### config.mk
export PLATFORM = sky130hd
export DESIGN_NAME = spi_master_multi
export DESIGN_NICKNAME = d
export VERILOG_FILES = /design/src/rtl/spi_master_multi.sv
export SDC_FILE = /design/constraint.sdc
export NUM_CORES = 1
export LEC_CHECK = 0
export CORE_AREA = 2 2 111 113
export DETAILED_ROUTE_END_ITERATION = 7
export DIE_AREA = 0 0 113 115
export GPL_ROUTABILITY_DRIVEN = 1
export GPL_TIMING_DRIVEN = 0
export SKIP_LAST_GASP = 1
export SLEW_MARGIN = 20
export SYNTH_ARGS = -nofsm -noshare
export SYNTH_HDL_FRONTEND = slang
export SYNTH_SLANG_ARGS = --single-unit
### constraint.sdc
create_clock -name SCLK -period 2.9 [get_ports SCLK]
set_clock_uncertainty 0.2 [all_clocks]
set_input_delay 0.58 -clock SCLK [delete_from_list [all_inputs] [get_ports SCLK]]
set_output_delay 0.58 -clock SCLK [all_outputs]
set_load 0.05 [all_outputs]
### src/rtl/spi_master_multi.sv
`default_nettype none
// ============================================================================
//  Module   : spi_master_multi
//  Purpose  : SPI master with multiple slave selects, programmable length
//             (1..SPI_MAXLEN), MSB/LSB-first order, internal loopback and an
//             inter-transfer idle gap. MOSI changes on posedge SCLK, receive
//             data is sampled on negedge SCLK.
//  Revision : 1.0  initial release
// ============================================================================
module spi_master_multi #(
   parameter int SPI_MAXLEN = 16,
   parameter int NUM_SS     = 4,
   parameter int GAP_CLKS   = 2
) (
   input  logic                          SCLK,
   input  logic                          sresetn,
   input  logic                          start_cmd,
   output logic                          spi_drv_rdy,
   input  logic [$clog2(SPI_MAXLEN):0]   n_clks,
   input  logic [SPI_MAXLEN-1:0]         tx_data,
   input  logic [$clog2(NUM_SS)-1:0]     ss_sel,
   input  logic                          lsb_first,
   input  logic                          loop_en,
   output logic [SPI_MAXLEN-1:0]         rx_data,
   output logic                          rx_valid,
   output logic                          cmd_err,
   output logic                          MOSI,
   input  logic                          MISO,
   output logic [NUM_SS-1:0]             SS_N
);

   // Counter wide enough to hold SPI_MAXLEN itself (no overflow on full length)
   localparam int                c_CW       = $clog2(SPI_MAXLEN) + 1;
   localparam int                c_SSW      = $clog2(NUM_SS);
   localparam logic [c_CW-1:0]   c_MAXLEN   = c_CW'(SPI_MAXLEN);
   localparam logic [c_CW-1:0]   c_ONE      = c_CW'(1);
   localparam logic [3:0]        c_GAP_LOAD = (GAP_CLKS > 0) ? 4'(GAP_CLKS - 1) : 4'd0;

   typedef enum logic [1:0] {
      ST_IDLE  = 2'd0,
      ST_SHIFT = 2'd1,
      ST_DONE  = 2'd2,
      ST_GAP   = 2'd3
   } state_t;

   state_t                 state_q,    state_d;
   logic                   rdy_q,      rdy_d;
   logic [c_CW-1:0]        cnt_q,      cnt_d;
   logic [c_CW-1:0]        n_q,        n_d;
   logic                   lsb_q,      lsb_d;
   logic                   loop_q,     loop_d;
   logic [SPI_MAXLEN-1:0]  tx_sh_q,    tx_sh_d;
   logic                   mosi_q,     mosi_d;
   logic [NUM_SS-1:0]      ss_n_q,     ss_n_d;
   logic [SPI_MAXLEN-1:0]  rx_data_q,  rx_data_d;
   logic                   rx_valid_q, rx_valid_d;
   logic                   cmd_err_q,  cmd_err_d;
   logic [3:0]             gap_q,      gap_d;
   logic [SPI_MAXLEN-1:0]  rx_sh_q,    rx_sh_d;

   logic                   w_ss_bad;
   logic                   w_len_bad;
   logic                   w_cmd_bad;
   logic [c_CW-1:0]        w_shamt;
   logic [SPI_MAXLEN-1:0]  w_tx_aligned;
   logic [NUM_SS-1:0]      w_ss_n_sel;
   logic                   w_rx_bit;
   logic [c_CW-1:0]        w_rx_idx;

   // ss_sel can only exceed NUM_SS-1 when NUM_SS is not a power of two
   generate
      if ((1 << c_SSW) > NUM_SS) begin : g_ss_chk
         assign w_ss_bad = ({1'b0, ss_sel} >= (c_SSW + 1)'(NUM_SS));
      end else begin : g_ss_full
         assign w_ss_bad = 1'b0;
      end
   endgenerate

   assign w_len_bad = (n_clks == '0) || (n_clks > c_MAXLEN);
   assign w_cmd_bad = w_len_bad || w_ss_bad;

   // MSB-first words are left-aligned so the outgoing bit is always the top bit
   assign w_shamt      = c_MAXLEN - n_clks;
   assign w_tx_aligned = lsb_first ? tx_data : (tx_data << w_shamt);

   // Receive source and destination bit position for the bit currently on the wire
   assign w_rx_bit = loop_q ? mosi_q : MISO;
   assign w_rx_idx = lsb_q ? (n_q - cnt_q) : (cnt_q - c_ONE);

   // Decode the requested slave into an active-low one-hot select (none in loopback)
   always_comb begin
      w_ss_n_sel = '1;
      if (!loop_en) begin
         for (int j = 0; j < NUM_SS; j++) begin
            if (c_SSW'(j) == ss_sel) begin
               w_ss_n_sel[j] = 1'b0;
            end
         end
      end
   end

   // Next-state logic: command accept/reject, bit shifting, completion and gap
   always_comb begin
      state_d    = state_q;
      cnt_d      = cnt_q;
      n_d        = n_q;
      lsb_d      = lsb_q;
      loop_d     = loop_q;
      tx_sh_d    = tx_sh_q;
      mosi_d     = mosi_q;
      ss_n_d     = ss_n_q;
      rx_data_d  = rx_data_q;
      rx_valid_d = 1'b0;
      cmd_err_d  = 1'b0;
      gap_d      = gap_q;

      case (state_q)
         ST_IDLE: begin
            if (start_cmd && rdy_q) begin
               if (w_cmd_bad) begin
                  cmd_err_d = 1'b1;
               end else begin
                  state_d = ST_SHIFT;
                  n_d     = n_clks;
                  cnt_d   = n_clks;
                  lsb_d   = lsb_first;
                  loop_d  = loop_en;
                  ss_n_d  = w_ss_n_sel;
                  tx_sh_d = w_tx_aligned;
                  mosi_d  = lsb_first ? w_tx_aligned[0] : w_tx_aligned[SPI_MAXLEN-1];
               end
            end
         end

         ST_SHIFT: begin
            if (cnt_q == c_ONE) begin
               // Last bit period ends here: release the slave and publish data
               ss_n_d     = '1;
               mosi_d     = 1'b0;
               cnt_d      = '0;
               rx_data_d  = rx_sh_q;
               rx_valid_d = 1'b1;
               gap_d      = c_GAP_LOAD;
               state_d    = (GAP_CLKS == 0) ? ST_IDLE : ST_DONE;
            end else begin
               cnt_d   = cnt_q - c_ONE;
               tx_sh_d = lsb_q ? (tx_sh_q >> 1) : (tx_sh_q << 1);
               mosi_d  = lsb_q ? tx_sh_d[0] : tx_sh_d[SPI_MAXLEN-1];
            end
         end

         ST_DONE, ST_GAP: begin
            if (gap_q == 4'd0) begin
               state_d = ST_IDLE;
            end else begin
               gap_d   = gap_q - 4'd1;
               state_d = ST_GAP;
            end
         end

         default: begin
            state_d = ST_IDLE;
         end
      endcase

      rdy_d = (state_d == ST_IDLE);
   end

   // Receive assembly: write the sampled bit into its final position; clear when not shifting
   always_comb begin
      rx_sh_d = '0;
      if (state_q == ST_SHIFT) begin
         rx_sh_d = rx_sh_q;
         for (int j = 0; j < SPI_MAXLEN; j++) begin
            if (c_CW'(j) == w_rx_idx) begin
               rx_sh_d[j] = w_rx_bit;
            end
         end
      end
   end

   // Posedge registers: FSM, captured command, transmit path and result outputs
   always_ff @(posedge SCLK or negedge sresetn) begin
      if (!sresetn) begin
         state_q    <= ST_IDLE;
         rdy_q      <= 1'b1;
         cnt_q      <= '0;
         n_q        <= '0;
         lsb_q      <= 1'b0;
         loop_q     <= 1'b0;
         tx_sh_q    <= '0;
         mosi_q     <= 1'b0;
         ss_n_q     <= '1;
         rx_data_q  <= '0;
         rx_valid_q <= 1'b0;
         cmd_err_q  <= 1'b0;
         gap_q      <= 4'd0;
      end else begin
         state_q    <= state_d;
         rdy_q      <= rdy_d;
         cnt_q      <= cnt_d;
         n_q        <= n_d;
         lsb_q      <= lsb_d;
         loop_q     <= loop_d;
         tx_sh_q    <= tx_sh_d;
         mosi_q     <= mosi_d;
         ss_n_q     <= ss_n_d;
         rx_data_q  <= rx_data_d;
         rx_valid_q <= rx_valid_d;
         cmd_err_q  <= cmd_err_d;
         gap_q      <= gap_d;
      end
   end

   // Negedge register: receive shift register samples mid-bit
   always_ff @(negedge SCLK or negedge sresetn) begin
      if (!sresetn) begin
         rx_sh_q <= '0;
      end else begin
         rx_sh_q <= rx_sh_d;
      end
   end

   assign spi_drv_rdy = rdy_q;
   assign rx_data     = rx_data_q;
   assign rx_valid    = rx_valid_q;
   assign cmd_err     = cmd_err_q;
   assign MOSI        = mosi_q;
   assign SS_N        = ss_n_q;

endmodule
`default_nettype wire
# After elaboration in Yosys (flattened, before gate mapping)
# Index checks and enable logic that the tools add are counted.
[classes]
add_sub_neg = 4
magnitude_cmp = 1
eq_ne = 43
shift = 1
mux = 57
bitwise_logic = 1
reduce_logical = 17
[op_table]
columns = ["cell", "count"]
rows = [
  ["$mux W16", 6],
  ["$eq A4 B5 Y1 const A", 8],
  ["$ne A2 B1 Y1 const B", 16],
  ["$pmux W16 S2", 1],
  ["$mux W1", 31],
  ["$mux W4", 6],
  ["$eq A3 B5 Y1 const A", 4],
  ["$mux W5", 4],
  ["$pmux W4 S2", 2],
  ["$shl A16 B5 Y16", 1],
  ["$eq A2 B5 Y1 const A", 2],
  ["$logic_not A5 Y1", 2],
  ["$ne A2 B2 Y1 const B", 5],
  ["$pmux W5 S2", 1],
  ["$reduce_and A3 Y1", 3],
  ["$mux W2", 4],
  ["$reduce_and A4 Y1", 2],
  ["$logic_not A2 Y1", 3],
  ["$pmux W2 S3", 1],
  ["$eq A1 B5 Y1 const A", 1],
  ["$eq A5 B1 Y1 const B", 1],
  ["$gt A5 B5 Y1 const B", 1],
  ["$sub A5 B1 Y5 const B", 1],
  ["$sub A5 B5 Y5", 1],
  ["other kinds (14)", 17],
]
[word_totals]
register_bits = 74
input_bits = 29
output_inout_bits = 24

# Longest topological paths before layout
[logic_depth]
ltp_word = 7
ltp_mapped = 11

==> results.json <==
{
  "ctsHtreeMaxLevel": 3,
  "pwr_density_cell_nw_per_um2": 1240,
  "finalMaxSlewViolations": 0,
  "syn_to_final_growth_pct": 31.5,
  "worstPathCellList": "inv_2 -> ha_4 -> nor3b_4 -> xor2_2 -> nor2_1 -> a32oi_2 -> buf_6 -> o21bai_1 -> mux2i_1",
  "vias_per_cell": 5.42,
  "violations": "DRC, setup timing",
  "routedWlPerCell_um": 17.2,
  "rsz0062_at_grt": "true",
  "die_h_um": 115,
  "design_area_um2": 6030,
  "clockPowerShare_pct": 15.2,
  "arrival_ps": 2490,
  "root_buffer": "clkbuf_16",
  "worst-setup-path-type": "reg2reg",
  "placed_cells": 710,
  "async_flop_share_pct": 100,
  "layout-drive-gt1-share_pct": 19.0,
  "dpl-instance-area_um2": 5400,
  "clockBufferDepth": 2,
  "drt_iter0_drc": 240,
  "grt_start_max_net_pins": 58,
  "p_sw_mw": 3.53,
  "ys.flop_type": "dfrtp_1",
  "start_util_pct": 38.8,
  "dp_slack_ps": -1280,
  "cts_tree": "built",
  "die_w_um": 113,
  "clock_latency_ps": 340,
  "drc": 5,
  "antenna_cells": 0,
  "maxCapViolCount": 0,
  "synth-seq-cells": 74,
  "hold_viol": 0,
  "cp_slowest_cell": "dfrtp_2",
  "setup_viol": 16,
  "ir_drop_v": 0.000479,
  "place_congestion": 0.952,
  "crit_required_ps": 1420,
  "cp_slowest_stage_delay_ps": 460,
  "p_int_mw": 3.97,
  "grt_pass1_vias": 4058,
  "combinationalPowerShare_pct": 60.9,
  "critPathMaxFanout": 5,
  "vias": 3997,
  "synthDistinctLibCells": 62,
  "min_path_type": "reg2reg",
  "grt_use_total_pct": 20.4,
  "cts_buffers": 9,
  "grt_pass1_wl_mm": 21.0,
  "grt_overflow": 0,
  "clkTransAtPathRegs_ps": 60,
  "nets": 624,
  "fillCellCount": 1101,
  "p_leak_nw": 2.60,
  "synth_top_area_cell": "dfrtp_1",
  "tightest_slew_ps": 765,
  "syn_area_per_cell_um2": 8.91,
  "yosysWarnings": 0,
  "ant_nets": 0,
  "port_buffers": 48,
  "swShare_pct": 47.1,
  "antenna_found_initial": 0,
  "relSlewSlack_pct": 49.0,
  "floorplan.io_pins": 53,
  "syn-cell-area_um2": 4580,
  "syn_nets": 552,
  "whs_ps": 264,
  "placementRows": 40,
  "status": "complete, but fails checks",
  "ys_seq_area_share_pct": 40.6,
  "cts_sinks": 74,
  "finalNonFillerCells": 738,
  "synth_edf_count": 0,
  "synth.top_cell.area_share_pct": 29.0,
  "dpl.hpwl_mm": 9.49,
  "synth_cells": 514,
  "pwr-share-seq_pct": 23.8,
  "die_area_um2": 13000,
  "core_area_um2": 11800,
  "cp-start-kind": "register",
  "firstDrtPassIters": 7,
  "fin_ws_ps": -1080,
  "crit_path_end_kind": "register",
  "wl_mm": 12.7,
  "synth.area.top_cells": "dfrtp_1 29%, nand2_1 8.9%, dfrtn_1 8.7%"
}
## synthesized netlist by cell type, drive strengths merged, types with 4 or more instances
cell type,count
a22o,6
o211ai,6
nand2,109
dfrtn,16
dfstp,5
o21bai,4
mux2i,39
a21o,6
xnor2,5
nor4,5
buf,14
a211oi,18
clkbuf,22
nor2,18
o31ai,10
xor2,8
a221o,6
mux2,11
a31oi,6
o21ai,26
nand3,9
dfrtp,53
a22oi,4
ha,8
nor2b,9
nor3,12
a21oi,27
inv,18
## worst max-delay path, delay by kind of cell, from the launching register on
family | cells | cell delay (ps)
AO/OA/AOI/OAI | 2 | 430
XOR/XNOR | 1 | 290
adder cells (fa/ha/maj) | 1 | 190
buffers and inverters | 2 | 330
flip-flops | 1 | 460
multiplexers | 1 | 90
AND/OR/NAND/NOR | 2 | 360
## placed cells by master, fill, tap and decap left out, types with 4 or more instances in the layout
master,instances
clkdlybuf4s50_1,46
a22o_1,6
nor3_2,4
xnor2_1,4
inv_2,5
dfstp_2,5
inv_1,13
a211oi_2,6
ha_1,5
o31ai_1,8
o211ai_1,6
buf_1,4
nand3_1,9
a31oi_1,6
dfrtn_1,16
buf_6,4
nor3_1,8
buf_2,4
buf_4,10
xor2_1,6
a21oi_1,25
nor2_1,18
a21o_1,6
nand2_1,108
o21ai_0,22
a22oi_1,4
mux2_2,9
clkbuf_1,15
nor2b_1,9
a211oi_1,10
clkbuf_2,6
clkbuf_16,10
a221o_1,6
dfrtp_1,52
mux2i_1,36
## area by class of cell
| type | count | area (µm²) | area share, % |
|---|---|---|---|
| plain buffers | 36 | 189 | 3.14 |
| clock buffers | 10 | 239 | 3.97 |
| clock inverters | 6 | 63.8 | 1.06 |
| inverters | 19 | 72.6 | 1.20 |
| multi-input cells | 385 | 2800 | 46.4 |
| flip-flops and latches | 74 | 1860 | 30.9 |
| well taps | 147 | 184 | 3.05 |
| repair buffers | 61 | 622 | 10.3 |
## sequential cells by signal (all words and copies together) (netlist names), 2 cells and up
| signal | cells |
|---|---|
| gap_q | 4 |
| tx_sh_q | 16 |
| rx_sh_q | 16 |
| SS_N | 4 |
| rx_data | 16 |
| state_q | 2 |
| n_q | 5 |
| cnt_q | 5 |
## final timing paths
path | from | end | slack, ps | cells past startpoint
setup reg to reg | cnt_q[0]$_DFFE_PN0P_ | rx_sh_q[9]$_DFFE_NN0P_ | -1080 | 9
hold / removal | SS_N[2]$_DFFE_PN1P_ | SS_N[2]$_DFFE_PN1P_ | 260 | 2
setup / recovery | cnt_q[0]$_DFFE_PN0P_ | rx_sh_q[9]$_DFFE_NN0P_ | -1080 | 9
hold reg to reg | SS_N[2]$_DFFE_PN1P_ | SS_N[2]$_DFFE_PN1P_ | 260 | 2
min in group asynchronous | sresetn | rx_data[12]$_DFFE_PN0P_ | 480 | 2
max in group asynchronous | sresetn | rx_sh_q[1]$_DFFE_NN0P_ | 210 | 3
## power by group through the flow
stage / logic [mW] / registers (mW) / clock network [mW]
global route: 4.95 / 1.85 / 1.20
CTS: 4.39 / 1.79 / 1.15
finish: 4.57 / 1.79 / 1.14
floorplan: 2.52 / 2.20 / 0
detailed placement: 3.98 / 1.80 / 0
global placement: 3.89 / 1.79 / 0
## kinds of logic (layout without fill, tap and decap cells)
family                     count (synthesis)  after routing  share of synthesized area [%]
AOI/OAI and AO/OA                        134            134                           19.9
xor gates and xnor gates                  13             13                           2.49
adders and majority gates                  9              9                           2.62
buffers and inverters                     55            132                           4.92
DFF                                       74             74                           40.6
muxes                                     51             51                           12.0
and+or+nand+nor                          178            178                           17.5
## stage by stage
| stage | utilization (%) | power [mW] | TNS [ps] |
|---|---|---|---|
| finish | 51.0 | 7.50 | -16330 |
| global route | 51.0 | 8.00 | -18110 |
| CTS | 50.1 | 7.33 | -16380 |
| detailed placement | 45.7 | 5.78 | -31700 |
| global placement | 45.5 | 5.68 | -155860 |
| floorplan | - | 4.72 | -13340 |
## layer usage
metal  up-vias  track usage (%)  routed length (µm)
met4         0             8.54                 309
met1      1897             28.4                6100
met3        23             2.79                 456
li1       1984                -                   -
met2        93             32.3                5820
met5         -                0                   0
## what timing repair did
action | 4_1_cts | 5_1_grt
setup endpoints to repair | 37 | 37
hold buffers | 1 | 0
pin swaps | 11 | 4
gates resized for setup | 34 | 18
hold endpoints to repair | 13 | 0
setup buffers | 8 | 2
cloned | 0 | 1
(Power assumes the default switching activity.)
==> edit (same settings) <==
`NUM_SS`: 4 -> 8.
--- a/src/rtl/spi_master_multi.sv
+++ b/src/rtl/spi_master_multi.sv
@@ -9,7 +9,7 @@
 // ============================================================================
 module spi_master_multi #(
    parameter int SPI_MAXLEN = 16,
-   parameter int NUM_SS     = 4,
+   parameter int NUM_SS     = 8,
    parameter int GAP_CLKS   = 2
 ) (
    input  logic                          SCLK,
Ports: changed (resized SS_N and ss_sel); port bits go from 53 to 58. No check against the original RTL was run, so the function may have changed too.
==> edit against the unedited design <==
- the run still ends with DRC, setup timing left
- area after synthesis is 4.6% higher
- non-clock buffer count is 3 lower
- die area stayed put
- power is 5.3% higher
- setup slack better by 150 ps
- routed wire length is 3.1% higher
- sequential cell count is 4 higher
- design area is 3.3% higher
==> edit: results (changes against the unedited design) <==
| Metric | Value |
|---|---|
| R2R cell count | 10 (was 9) |
| Seq power | 1.90 mW (was 1.79 mW) |
| Proportion of layout cells with a drive suffix above 1 | 0.2132 (was 0.1895) |
| Failing checks | DRC, setup timing (unchanged) |
| DRC errors left | 4 (was 5) |
| First-pass GRT wire length | 21,530 um (was 20,980 um) |
| Clock root cell | clkbuf_16 (unchanged) |
| Mux share of post-synthesis cell area | 0.1066 (was 0.1199) |
| Filler instances | 1,120 (was 1,101) |
| Post-DR wirelength/cell | 17.38 um (was 17.18 um) |
| Post-CTS Setup Bufs | 7 (was 8) |
| Tot GR Track Use | 0.2078 (was 0.2043) |
| Sequential fraction of the synthesis area | 0.4099 (was 0.4056) |
| Post-cts resize count | 33 (was 34) |
| Synth Net Count | 565 (was 552) |
| Synth Area in Adders | 0.02769 (was 0.02622) |
| WP data arrival | 2340 ps (was 2490 ps) |
| Cell Area, Placed | 5657 um^2 (was 5396 um^2) |
| CP max stage delay | 390 ps (was 460 ps) |
| Slew @ Worst Pin | 630.9 ps (was 765.3 ps) |
| Vias in the first global route | 4,239 (was 4,058) |
| LEAKAGE | 2.666 nW (was 2.600 nW) |
| Post-Synth XOR/XNOR Area | 0.02874 (was 0.02486) |
| Setup WS post-layout | -923.9 ps (was -1077 ps) |
| Largest fanout on the critical path | 4 (was 5) |
| Top post-synthesis cells by area | dfrtp_1 28%, dfrtn_1 8.4%, nand2_1 8.1% (was dfrtp_1 29%, nand2_1 8.9%, dfrtn_1 8.7%) |
| Logic power comb | 4.90 mW (was 4.57 mW) |
| Vias | 4,252 (was 3,997) |
| # setup viols final | 16 (unchanged) |
| Slowest cell on the critical path | dfrtp_1 (was dfrtp_2) |
| Critical Path End | rx_sh_q[4] (was rx_sh_q[9]) |
| Bufs on Longest Clock Path | 2 (unchanged) |
| RD Place Congestion | 0.8843 (was 0.9516) |
| Top cells by count, synth | 103 x nand2_1, 53 x dfrtp_1, 37 x o21ai_0 (was 109 x nand2_1, 53 x dfrtp_1, 38 x mux2i_1) |
| Hold Path Class | in2async (was reg2reg) |
| Port Buffers | 55 (was 48) |
| Hold Slack | 1.921 ps (was 264.3 ps) |
| Dpl ws | -1093 ps (was -1283 ps) |
| Reg2reg start | n_q[0] (was cnt_q[0]) |
| Delay-heaviest family, CP | compound AO/OA/AOI/OAI gates (was flip-flops) |
| Int Power | 4.123 mW (was 3.969 mW) |
| Largest net degree at the start of global routing | 42 (was 58) |
| PD cells | 1268 nW/um^2 (was 1245 nW/um^2) |
| Final setup TNS | -14,370 ps (was -16,330 ps) |
| Status | finished with violations (unchanged) |
| Cell Count, Final, Fillers Out | 752 (was 738) |
| VDD IR max | 613.2 uV (was 479.2 uV) |
| Iter 0 DRT Violations | 309 (was 240) |
| Compound-Gate Fraction of Synth Area | 0.2072 (was 0.1991) |
| Yosys cell types | 60 (was 62) |
| Post-DP HPWL | 9424 um (was 9492 um) |
| Placed cells | 728 (was 710) |
| Final nets | 640 (was 624) |
[edit: changes by cell type in the layout (fill, tap and decap cells not counted), moves of 6 or more]
cell             delta
a21oi_1             +6
clkdlybuf4s50_1     +6
o21ai_2            +10
mux2i_1             -6
o22ai_1             +7
o21ai_1             +6
nand2_1             -6
[edit: area by class of cell]
cell class              instances  area, um^2  area share
well taps                     147       183.9     0.02954
repair buffers                 64       621.8     0.09986
flip-flops and latches         78        1964      0.3155
clock buffers                  10       239.0     0.03838
clock inverters                 6       51.30    0.008238
plain buffers                  30       163.9     0.02632
multi-input cells             401        2938      0.4718
inverters                      16       65.06     0.01045
[edit: per-layer routing]
| metal | GRT usage | share of wire |
|---|---|---|
| met1 | 0.2970 | 0.48 |
| met2 | 0.3186 | 0.46 |
| met3 | 0.03690 | 0.040 |
| met4 | 0.07398 | 0.021 |
| met5 | 0 | 0 |
